File: src/rtl/regfile_pkg.sv
// Shared constants, typedefs and FSM state encoding for the register file
// and its read-side dump sequencer.
package regfile_pkg;

  localparam int NUM_REGS = 8;
  localparam int DATA_W   = 8;
  localparam int ADDR_W   = $clog2(NUM_REGS);
  localparam int COUNT_W  = ADDR_W + 1;

  typedef logic [ADDR_W-1:0]  reg_addr_t;
  typedef logic [DATA_W-1:0]  reg_data_t;
  typedef logic [COUNT_W-1:0] reg_count_t;

  typedef enum logic [1:0] {
    IDLE,
    ADDR,
    SEND,
    FIN
  } dump_state_t;

endpackage

File: src/rtl/regfile_dump_if.sv
// Valid/ready stream carrying dumped register values tagged with their address.
interface regfile_dump_if;
  import regfile_pkg::*;

  logic      dout_valid;
  logic      dout_ready;
  reg_data_t dout_data;
  reg_addr_t dout_addr;

  modport master (
    output dout_valid,
    output dout_data,
    output dout_addr,
    input  dout_ready
  );

  modport slave (
    input  dout_valid,
    input  dout_data,
    input  dout_addr,
    output dout_ready
  );

endinterface

File: src/rtl/regfile_dump.sv
// Walks a wrapping address range through the register file rs port and
// emits each value read as an address-tagged stream beat.
module regfile_dump
  import regfile_pkg::*;
(
  input  logic                  clk,
  input  logic                  reset,
  input  logic                  start,
  input  reg_addr_t             base,
  input  reg_count_t            count,
  output reg_addr_t             rs,
  input  reg_data_t             rs_data,
  regfile_dump_if.master        dout,
  output logic                  busy,
  output logic                  done
);

  dump_state_t state;
  reg_count_t  remaining;

  always_ff @(posedge clk or posedge reset) begin
    if (reset) begin
      state           <= IDLE;
      rs              <= '0;
      remaining       <= '0;
      dout.dout_valid <= 1'b0;
      dout.dout_data  <= '0;
      dout.dout_addr  <= '0;
      busy            <= 1'b0;
      done            <= 1'b0;
    end else begin
      case (state)
        IDLE: begin
          done <= 1'b0;
          if (start) begin
            busy <= 1'b1;
            if (count != '0) begin
              rs        <= base;
              remaining <= count;
              state     <= ADDR;
            end else begin
              done  <= 1'b1;
              state <= FIN;
            end
          end
        end
        // The value seen on rs_data now is the pre-write value of any
        // same-cycle register file write.
        ADDR: begin
          dout.dout_data  <= rs_data;
          dout.dout_addr  <= rs;
          dout.dout_valid <= 1'b1;
          state           <= SEND;
        end
        SEND: begin
          if (dout.dout_ready) begin
            dout.dout_valid <= 1'b0;
            if (remaining > reg_count_t'(1)) begin
              remaining <= remaining - reg_count_t'(1);
              rs        <= rs + reg_addr_t'(1);
              state     <= ADDR;
            end else begin
              done  <= 1'b1;
              state <= FIN;
            end
          end
        end
        FIN: begin
          done  <= 1'b0;
          busy  <= 1'b0;
          state <= IDLE;
        end
        default: state <= IDLE;
      endcase
    end
  end

  a_count_legal: assert property (
    @(posedge clk) disable iff (reset)
      (state == IDLE && start) |-> (count <= reg_count_t'(NUM_REGS))
  );

endmodule

File: src/flat_wrapper.sv
// flat-port wrapper written by rule: the top's interface ports become plain ports
module regfile_dump_flat import regfile_pkg::*;
  (clk, reset, start, base, count, rs, rs_data, busy, done, dout_dout_valid, dout_dout_data, dout_dout_addr, dout_dout_ready);
  regfile_dump_if dout_i ();
  input  logic clk;
  input  logic reset;
  input  logic start;
  input  reg_addr_t base;
  input  reg_count_t count;
  output reg_addr_t rs;
  input  reg_data_t rs_data;
  output logic busy;
  output logic done;
  output wire logic [$bits(dout_i.dout_valid)-1:0] dout_dout_valid;
  output wire logic [$bits(dout_i.dout_data)-1:0] dout_dout_data;
  output wire logic [$bits(dout_i.dout_addr)-1:0] dout_dout_addr;
  input wire logic [$bits(dout_i.dout_ready)-1:0] dout_dout_ready;
  assign dout_dout_valid = dout_i.dout_valid;
  assign dout_dout_data = dout_i.dout_data;
  assign dout_dout_addr = dout_i.dout_addr;
  assign dout_i.dout_ready = dout_dout_ready;
  regfile_dump u_core (.clk(clk), .reset(reset), .start(start), .base(base), .count(count), .rs(rs), .rs_data(rs_data), .dout(dout_i), .busy(busy), .done(done));
endmodule
File: config.mk
export PLATFORM = sky130hd
export DESIGN_NAME = regfile_dump_flat
export DESIGN_NICKNAME = d
export VERILOG_FILES = /design/src/rtl/regfile_pkg.sv /design/src/rtl/regfile_dump_if.sv /design/src/rtl/regfile_dump.sv /design/src/flat_wrapper.sv
export SDC_FILE = /design/constraint.sdc
export NUM_CORES = 1
export LEC_CHECK = 0
export BUFFER_PORTS_ARGS = -buffer_cell sky130_fd_sc_hd__buf_2
export CORE_ASPECT_RATIO = 0.9
export CORE_MARGIN = 10
export CORE_UTILIZATION = 50
export DETAILED_ROUTE_END_ITERATION = 7
export HOLD_SLACK_MARGIN = 0.1
export PLACE_DENSITY = 0.8
export REMOVE_ABC_BUFFERS = 1
export SLEW_MARGIN = 20
export SYNTH_ARGS = -nofsm -noshare
export SYNTH_HDL_FRONTEND = slang
export SYNTH_SLANG_ARGS = --single-unit
File: constraint.sdc
create_clock -name clk -period 3.5 [get_ports clk]
set_clock_uncertainty 0.15 [all_clocks]
set_input_delay 0.7 -clock clk [delete_from_list [all_inputs] [get_ports clk]]
set_output_delay 0.7 -clock clk [all_outputs]
set_load 0.02 [all_outputs]
==> results of run 1 <==
-- final cells by class --
class                   count  area [µm²]  share of cell area (%)
multi-input cells          74       583.1                   40.84
flip-flops and latches     23       575.6                   40.32
repair buffers             35       175.2                   12.27
inverters                   9       33.78                   2.366
well taps                  27       33.78                   2.366
clock buffers               4       26.28                   1.840
-- cells in the mapped netlist (2+ instances only) --
cell      n  area share, %
buf_1     2           0.62
o21ai_0   4            1.7
nor2b_1   2            1.0
a21oi_1  10            4.1
dfrtp_1  23             47
nor2_1    7            2.2
ha_1      7            7.2
nand2_1   4            1.2
inv_1     9            2.8
mux2i_1   2            1.7
nand3_1   4            1.7
mux2_2   13             12
a31oi_1   4            2.1
-- power breakdown --
| group | switching (mW) | internal, mW | leakage [nW] |
|---|---|---|---|
| Clock | 0.0747 | 0.0446 | 0.0150 |
| Sequential | 0.0856 | 0.398 | 0.267 |
| Combinational | 0.441 | 0.326 | 0.379 |
-- cell families (layout without fill, tap and decap cells) --
kind of cell / Yosys count / in the layout / synth area share, %
fa+ha+maj: 7 / 7 / 7.224
buf+inv: 13 / 48 / 4.437
compound gates: 26 / 26 / 14.86
simple gates: 26 / 26 / 12.28
mux: 15 / 15 / 13.73
flops: 23 / 23 / 47.47
-- flip-flops by register name, summed over array words and instances, names as in the netlist --
name	flops
u_core.state	2
u_core.dout.dout_valid	1
u_core.dout.dout_addr	3
u_core.dout.dout_data	8
u_core.rs	3
u_core.busy	1
u_core.done	1
u_core.remaining	4
-- routing by layer --
| layer | global-route usage, % | wire length [µm] |
|---|---|---|
| met3 | 4.889 | 166 |
| met5 | 0 | 0 |
| met4 | 0.7246 | 8 |
| met2 | 20.15 | 1362 |
| met1 | 10.63 | 1020 |
-- path summary, 6_finish.rpt --
| check | end | startpoint | slack [ns] |
|---|---|---|---|
| setup / recovery | u_core.remaining[2] | u_core.state[0] | 0.98 |
| hold / removal | u_core.dout.dout_data[2] | u_core.dout.dout_data[2] | 0.36 |
| setup reg to reg | u_core.remaining[2] | u_core.state[0] | 0.98 |
| hold reg to reg | u_core.dout.dout_data[2] | u_core.dout.dout_data[2] | 0.36 |
| max in group asynchronous | u_core.dout.dout_data[3] | reset | 2.28 |
| min in group asynchronous | u_core.dout.dout_valid | reset | 0.40 |
-- through the flow --
step	cell area (µm²)	setup WS (ns)	hold slack [ns]	power (mW)
2_1_floorplan	1192	1.341	0.3726	1.045
3_3_place_gp	1401	1.148	0.3335	1.233
3_5_place_dp	1401	1.022	0.3399	1.268
4_1_cts	1428	0.9958	0.3672	1.392
5_1_grt	1428	0.8039	0.3875	1.483
6_report	1428	0.9834	0.3616	1.371
-- cell usage in the layout (no fill, tap or decap), types with 2 or more instances in the layout --
master,instances
nor2_1,7
nand2_1,4
o21ai_0,4
nor2b_1,2
a31oi_1,4
buf_2,35
nand3_1,4
mux2i_1,2
ha_1,7
mux2_2,13
dfrtp_1,23
clkbuf_4,3
inv_1,9
a21oi_1,10
==> summary.md, run 1 <==
| Metric | Value |
|---|---|
| Gr ovfl total | 0 |
| Share of cells above drive strength 1 | 39.31% |
| Placed Cells | between 150 and 200 |
| Post-cts sizing count | 0 |
| Via-to-Cell Ratio | ~5.4 |
| CP required | roughly 3.5 ns |
| Fillers | 191 |
| Antenna Cells | 0 |
| Initial Util | about 54% |
| Part of the Yosys area used for sequential elements | a little under half |
| WP depth | 6 |
| Height of the die | 66.72 µm |
| Synthesized area | roughly 0.0012 mm² |
| Critical-path maximum fanout | 21 |
| Total GRT Usage | 10.54% |
| Setup tns final | 0 ns |
| Worst-path cell with the longest stage delay | ha_1 |
| CTS Root Cell | clkbuf_4 |
| Hold Fails Final Rpt | 0 |
| Arrival time of the worst setup path | between 2 and 3 ns |
| Slew Limit Fails | 0 |
| Crit-path max cell delay | ~0.46 ns |
| Reg clk slew, reported paths | ~0.11 ns |
| CP delay by family, top | simple AND/OR/NAND/NOR gates |
| Hold Buf Count CTS | 0 |
| Leakage | about 0.66 nW |
| Final core occ | 63.67% |
| Hold Path Cell Cnt | 1 |
| Buf/Inv on CP | 1 |
| Drt total wl | 2.558 mm |
| Site Rows | 16 |
| Part of the cycle the worst path needs | between 70 and 80% |
| Via Count | between 900 and 1000 |
| Final Net Count | around 170 |
| Synthesis-stage register bit count | 23 |
| Crit path capture type | flop |
| Ys Warns | 0 |
| Final setup fails | 0 |
| Netlist cell types | 32 |
| Area of the core | 0.002242 mm² |
| Max Freq | about 400 MHz |
| DIE AREA | 0.004797 mm² |
| Post CTS Setup Buffer Count | 0 |
| I/O Pins | 36 |
| Drt drc | 0 |
| Final antenna-violating net count | 0 |
| Worst Tran Pin Value | roughly 0.86 ns |
| TritonCTS sink count | 23 |
| Primary FF master, synth | dfrtp_1 |
| Largest net degree at the start of global routing | 24 |
| Slew Limit Headroom | around 43% |
| Non-Filler Instances | roughly 170 |
| Critical Path Source Type | flop |
| Vias in the first global route | between 900 and 1000 |
| Final Critical Period | 2.517 ns |
| PD cells | ~960 mW/mm² |
| CTS tree | built |
| Clock Path Buffers | 2 |
| Cts bufs inserted | 3 |
| VDD IR max | 0.5147 mV |
| Post-synth ARST share | 100.0% |
| Hold Crit Class | reg2reg |
| Clk_lat worst skew | between 0.3 and 0.4 ns |
| Kind of critical path | reg2reg |
| Unrepaired setup endpoints after global routing | no |
| Initial DRC Count | 17 |
| Area delta synth->final | 17.75% |
| Wire length per cell | between 10 and 15 µm |
| First-pass GRT wire length | roughly 4.2 mm |
| Pre-antenna DRT Iters | 4 |
| Syn_area_per_cell | between 10 and 15 µm² |
| Final HPWL DP | ~2.1 mm |
| EDFF count, synth | 0 |
| Initial antenna violation count | 0 |
| Max-Cap Viols | 0 |
| Die X | approximately 70 µm |
| Critical path cell sequence | inv_1, ha_1, nor3b_2, a221oi_4, and2_0, a21oi_1 |
| CTS H-Tree Depth | 1 |
| PortBufs | 35 |
| Routability Congestion | ~0.84 |
| Synthesized instance count | 110 |
| Status | finished clean |
| Worst reg-to-reg path cell count | 6 |
Note: power is estimated with default switching activity, not from simulation.
==> inputs of run 2 (changes only) <==
- CORE_UTILIZATION: 50 -> 45
- PLACE_DENSITY: 0.8 -> 0.76
- clock period: 3.5 -> 2.1 ns (I/O delays scaled with it)
==> summary.md, run 2 (same netlist as run 1, synthesis figures left out) <==
| Metric | Value |
|---|---|
| Gr ovfl total | 0 (unchanged) |
| Drt drc | 0 (unchanged) |
| Unrepaired setup endpoints after global routing | no (unchanged) |
| Critical-path maximum fanout | 5 (was 21) |
| Site Rows | 17 (was 16) |
| Clock Path Buffers | 2 (unchanged) |
| Combinational share of power | 57.6% (was 56.0%) |
| Final Critical Period | 1.984 ns (was 2.517 ns) |
| Final HPWL DP | 2.229 mm (was 2.099 mm) |
| Max Freq | 504.1 MHz (was 397.4 MHz) |
| Die X | 74.72 µm (was 71.91 µm) |
| Area of the core | 0.002510 mm² (was 0.002242 mm²) |
| VDD IR max | 0.7473 mV (was 0.5147 mV) |
| PortBufs | 35 (unchanged) |
| Commonest non-fill, non-tap cells in the layout | buf_2 (35), dfrtp_1 (23), mux2_2 (13) (unchanged) |
| Net switching power | 1.030 mW (was 601.5 µW) |
| Status | finished clean (unchanged) |
| I/O Pins | 36 (unchanged) |
| Via-to-Cell Ratio | 5.258 (was 5.401) |
| Hold Crit Class | in2reg (was reg2reg) |
| Clk network pwr share | 8.6% (was 8.7%) |
| PD cells | 1582 mW/mm² (was 960.0 mW/mm²) |
| Share of cells above drive strength 1 | 42.86% (was 39.31%) |
| Global route hottest layer | met2 (unchanged) |
| Non-Filler Instances | 182 (was 172) |
| Total GRT Usage | 11.38% (was 10.54%) |
| DIE AREA | 0.005173 mm² (was 0.004797 mm²) |
| Worst Tran Pin Value | 0.5671 ns (was 0.8557 ns) |
| Height of the die | 69.24 µm (was 66.72 µm) |
| TritonCTS sink count | 23 (unchanged) |
| P_int | 1.348 mW (was 769.0 µW) |
| Initial Util | 48.31% (was 54.07%) |
| Largest net degree at the start of global routing | 24 (unchanged) |
| Met2 Resource Use GR | 21.35% (was 20.15%) |
| First-pass GRT wire length | 4.892 mm (was 4.167 mm) |
| Reg clk slew, reported paths | 0.12 ns (was 0.11 ns) |
| Max reg flops | 8 (unchanged) |
| Part of the cycle the worst path needs | 94.47% (was 71.90%) |
| Critical Path Source Type | flop (unchanged) |
| Final antenna-violating net count | 0 (unchanged) |
| Via Count | 957 (was 929) |
| Arrival time of the worst setup path | 2.05 ns (was 2.56 ns) |
| Sw frac | 43.31% (was 43.89%) |
| Initial antenna violation count | 0 (unchanged) |
| Largest reg by FF count | u_core.dout.dout_data (unchanged) |
| Antenna Cells | 0 (unchanged) |
| Pre-antenna DRT Iters | 4 (unchanged) |
| Slew Limit Headroom | 62.19% (was 42.89%) |
| Final Net Count | 181 (was 172) |
| CTS Root Cell | clkbuf_4 (unchanged) |
| Final setup fails | 0 (unchanged) |
| Initial DRC Count | 39 (was 17) |
| Sequential Power Share | 33.8% (was 35.3%) |
| Routability Congestion | 0.8574 (was 0.8355) |
| Placed Cells | 177 (was 168) |
| Drt total wl | 2.734 mm (was 2.558 mm) |
| Met3 Use GR | 3.566% (was 4.889%) |
| Kind of critical path | reg2reg (unchanged) |
| Cts bufs inserted | 3 (unchanged) |
| CTS tree | built (unchanged) |
| Commonest non-fill, non-tap cell in the layout | buf_2 (unchanged) |
| Slew Limit Fails | 0 (unchanged) |
| Clk_lat worst skew | 0.31 ns (about the same) |
| Top Registers | u_core.dout.dout_data: 8 flops, u_core.remaining: 4 flops (unchanged) |
| Wire length per cell | 15.02 µm (was 14.87 µm) |
| Area delta synth->final | 24.05% (was 17.75%) |
| Vias in the first global route | 1075 (was 969) |
| Setup tns final | 0 ns (unchanged) |
| Hold Fails Final Rpt | 0 (unchanged) |
| Max-Cap Viols | 0 (unchanged) |
| CTS H-Tree Depth | 1 (unchanged) |
| Leakage | 0.7075 nW (was 0.6609 nW) |
| Crit path capture type | flop (unchanged) |
| CP required | 2.17 ns (was 3.54 ns) |
| Met1 Usage GRT | 12.14% (was 10.63%) |
-- run 2: cell count changes in the layout (fill, tap and decap cells not counted), sizes merged --
cell | before | now
dlygate4sd3 | 0 | 1
buf | 35 | 43
-- run 2: area by class of cell --
| class | count | area (µm²) |
|---|---|---|
| Multi-Input combinational cell | 74 | 584.3 |
| Clock buffer | 4 | 26.28 |
| Sequential cell | 23 | 575.6 |
| Inverter | 9 | 33.78 |
| Fill cell | 229 | 1006 |
| Tap cell | 28 | 35.03 |
| Timing Repair Buffer | 44 | 249.0 |
-- run 2: critical path, cell delays in order (launching register included) --
cell,delay [ns]
dfrtp_1,0.44
inv_1,0.07
ha_1,0.23
or2_4,0.28
a221oi_4,0.28
buf_6,0.15
o211ai_1,0.08
a32o_1,0.21
-- run 2: path summary, 6_finish.rpt --
path | startpoint | to | slack, ns | depth (start not counted)
setup / recovery | u_core.remaining[0] | u_core.remaining[0] | 0.12 | 7
hold / removal | rs_data[0] | u_core.dout.dout_data[0] | 0.18 | 2
setup reg to reg | u_core.remaining[0] | u_core.remaining[0] | 0.12 | 7
hold reg to reg | u_core.done | u_core.done | 0.36 | 1
max in group asynchronous | reset | u_core.dout.dout_data[5] | 1.05 | 4
min in group asynchronous | reset | u_core.remaining[3] | 0.52 | 4
-- run 2: timing repair --
action / 4_1_cts / 5_1_grt
setup endpoints to repair: 0 / 7
hold endpoints to repair: 23 / 0
resized for setup: 0 / 3
hold buffers: 1 / 0
buffers inserted: 0 / 0
-- run 2: through the flow --
step / hold WS, ns / total power, mW / instance area, µm² / setup WS, ns / utilization (%)
final: 0.1783 / 2.379 / 1504 / 0.1162 / 59.92
after global routing: 0.1690 / 2.601 / 1504 / 0.009129 / 59.92
after CTS: 0.1820 / 2.397 / 1499 / 0.02118 / 59.72
after detailed placement: 0.3264 / 2.195 / 1463 / 0.02791 / 58.28
after global placement: 0.3177 / 2.129 / 1463 / 0.1808 / 58.28
after floorplan: 0.2719 / 1.742 / 1192 / -0.05870 / -
-- run 2: power groups by stage --
| stage | logic [mW] | clock network, mW | registers [mW] |
|---|---|---|---|
| after floorplan | 0.740 | 0 | 1.00 |
| after global placement | 1.33 | 0 | 0.796 |
| after detailed placement | 1.38 | 0 | 0.815 |
| after CTS | 1.39 | 0.208 | 0.803 |
| after global routing | 1.53 | 0.232 | 0.840 |
| final | 1.37 | 0.204 | 0.804 |
-- run 2: layer usage --
layer	wire length (µm)	vias to the layer above	share of wire, %
met3	135	2	4.9
met4	10	0	0.37
met2	1474	19	54
met1	1114	457	41
met5	0	-	0
li1	-	479	-
==> inputs of run 3 (changes only) <==
- RECOVER_POWER: default -> 100
- SETUP_SLACK_MARGIN: default -> 0.2
==> summary.md, run 3 (same netlist as run 1, synthesis figures left out) <==
| Metric | Value |
|---|---|
| Antenna Cells | 0 (unchanged) |
| Clk_lat worst skew | 0.30 ns (was 0.31 ns) |
| Worst reg-to-reg path cell count | 6 (was 7) |
| Fillers | 241 (was 229) |
| Hold Path Cell Cnt | 2 (unchanged) |
| Clk network pwr share | 8.3% (was 8.6%) |
| Via-to-Cell Ratio | 5.409 (was 5.258) |
| Cts bufs inserted | 3 (unchanged) |
| VDD IR max | 0.7458 mV (was 0.7473 mV) |
| Leakage | 0.6748 nW (was 0.7075 nW) |
| Initial antenna violation count | 0 (unchanged) |
| P_int | 1.354 mW (was 1.348 mW) |
| Via Count | 1006 (was 957) |
| Final Net Count | 185 (was 181) |
| Vias in the first global route | 1090 (was 1075) |
| Height of the die | 69.24 µm (unchanged) |
| CTS Root Cell | clkbuf_4 (unchanged) |
| HP Start | rs_data[4] (was rs_data[0]) |
| Sw frac | 44.07% (was 43.31%) |
| Final Critical Period | 1.906 ns (was 1.984 ns) |
| Area of the core | 0.002510 mm² (unchanged) |
| Unrepaired setup endpoints after global routing | yes (was no) |
| Crit path capture type | flop (unchanged) |
| Critical-path maximum fanout | 4 (was 5) |
| Max Freq | 524.6 MHz (was 504.1 MHz) |
| Die X | 74.72 µm (unchanged) |
| Max reg flops | 8 (unchanged) |
| Commonest non-fill, non-tap cells in the layout | dfrtp_1 (23), clkbuf_1 (19), buf_2 (18) (was buf_2 (35), dfrtp_1 (23), mux2_2 (13)) |
| Status | finished clean (unchanged) |
| CP required | 2.16 ns (was 2.17 ns) |
| Arrival time of the worst setup path | 1.96 ns (was 2.05 ns) |
| Top Registers | u_core.dout.dout_data: 8 flops, u_core.remaining: 4 flops (unchanged) |
| Worst R2R Setup Slack | 0.19 ns (was 0.12 ns) |
| Final setup fails | 0 (unchanged) |
| PD cells | 1600 mW/mm² (was 1582 mW/mm²) |
| Largest net degree at the start of global routing | 24 (unchanged) |
| CTS tree | built (unchanged) |
| Largest reg by FF count | u_core.dout.dout_data (unchanged) |
| Drt total wl | 2.845 mm (was 2.734 mm) |
| Site Rows | 17 (unchanged) |
| PortBufs | 35 (unchanged) |
| Worst Hold Endpoint | u_core.dout.dout_data[4] (was u_core.dout.dout_data[0]) |
| Net switching power | 1.066 mW (was 1.030 mW) |
| Area delta synth->final | 24.77% (was 24.05%) |
| First-pass GRT wire length | 4.961 mm (was 4.892 mm) |
| Place WS | 0.02791 ns (unchanged) |
| CTS H-Tree Depth | 1 (unchanged) |
| Pre-antenna DRT Iters | 4 (unchanged) |
| Part of the cycle the worst path needs | 90.77% (was 94.47%) |
| Routability Congestion | 0.8574 (unchanged) |
| Sequential Power Share | 33.3% (was 33.8%) |
| Kind of critical path | reg2reg (unchanged) |
| Combinational share of power | 58.4% (was 57.6%) |
| Commonest non-fill, non-tap cell in the layout | dfrtp_1 (was buf_2) |
| Critical Path Source Type | flop (unchanged) |
| Slew Limit Headroom | 61.79% (was 62.19%) |
| Hold Fails Final Rpt | 0 (unchanged) |
| Worst Tran Pin Value | 0.5732 ns (was 0.5671 ns) |
| Total GRT Usage | 11.61% (was 11.38%) |
| DIE AREA | 0.005173 mm² (unchanged) |
| Initial Util | 48.31% (unchanged) |
| Gr ovfl total | 0 (unchanged) |
| CP Launch Point | u_core.remaining[0] (unchanged) |
| Final antenna-violating net count | 0 (unchanged) |
| Hold Crit Class | in2reg (unchanged) |
| Worst R2R End | u_core.remaining[0] (unchanged) |
| I/O Pins | 36 (unchanged) |
| Initial DRC Count | 31 (was 39) |
| Total chip power | 2.420 mW (was 2.379 mW) |
| Slew Limit Fails | 0 (unchanged) |
| TritonCTS sink count | 23 (unchanged) |
| Max-Cap Viols | 0 (unchanged) |
| Drt drc | 0 (unchanged) |
| RR Startpoint | u_core.remaining[0] (unchanged) |
| Reg clk slew, reported paths | 0.12 ns (about the same) |
| Wire length per cell | 15.30 µm (was 15.02 µm) |
| Final HPWL DP | 2.229 mm (unchanged) |
| Share of cells above drive strength 1 | 35.44% (was 42.86%) |
| Setup WS post-layout | 0.1939 ns (was 0.1162 ns) |
| Clock Path Buffers | 2 (unchanged) |
[run 3: changes by cell type in the layout (fill, tap and decap cells not counted), moves of 2 or more]
cell,change
inv_2,+2
ha_1,-2
buf_2,-17
inv_1,-2
clkbuf_1,+18
buf_4,+2
[run 3: power groups by stage]
stage,Combinational (mW),Clock [mW],Sequential [mW]
after floorplan,0.740,0,1.00
after global placement,1.33,0,0.796
after detailed placement,1.38,0,0.815
after CTS,1.46,0.208,0.798
after global routing,1.57,0.233,0.840
final,1.41,0.201,0.806
[run 3: worst max-delay path by stage]
| stage | end | slack [ns] | cells after the start |
|---|---|---|---|
| floorplan | u_core.remaining[2] | -0.06 | 6 |
| global placement | u_core.remaining[0] | 0.18 | 7 |
| detailed placement | u_core.remaining[2] | 0.03 | 7 |
| CTS | u_core.remaining[0] | 0.20 | 6 |
| global route | u_core.rs[0] | 0.08 | 6 |
| finish | u_core.remaining[0] | 0.19 | 6 |
[run 3: area by class of cell]
class,count,area (µm²),area share [%]
multi-input cells,74,590.6,39.04
flip-flops and latches,23,575.6,38.05
inverters,9,33.78,2.233
well taps,28,35.03,2.316
clock buffers,4,26.28,1.737
repair buffers,48,251.5,16.63
[run 3: repair_timing]
action,4_1_cts,5_1_grt
hold buffers,1,0
hold endpoints to repair,23,0
pin swaps,2,2
gates resized for setup,4,7
setup endpoints to repair,7,7
setup buffers,3,1
[run 3: through the flow]
stage	TNS, ns	hold WS (ns)	std cells	area [µm²]	util [%]
finish	0	0.1879	186	1513	60.27
global route	0	0.1662	186	1513	60.27
CTS	0	0.1820	185	1529	60.92
detailed placement	0	0.3264	177	1463	58.28
global placement	0	0.3177	177	1463	58.28
floorplan	-0.3297	0.2719	106	1192	-
[run 3: worst max-delay path, stage by stage (launching register included)]
cell,delay (ns)
dfrtp_1,0.43
ha_2,0.19
or2_4,0.25
a221oi_2,0.32
buf_6,0.16
o211ai_1,0.08
a32o_1,0.21
[run 3: metal layers]
layer | wire length, µm | GRT usage (%)
met5 | 0 | 0
met2 | 1552 | 21.83
met4 | 10 | 1.250
met3 | 164 | 3.566
met1 | 1117 | 12.40
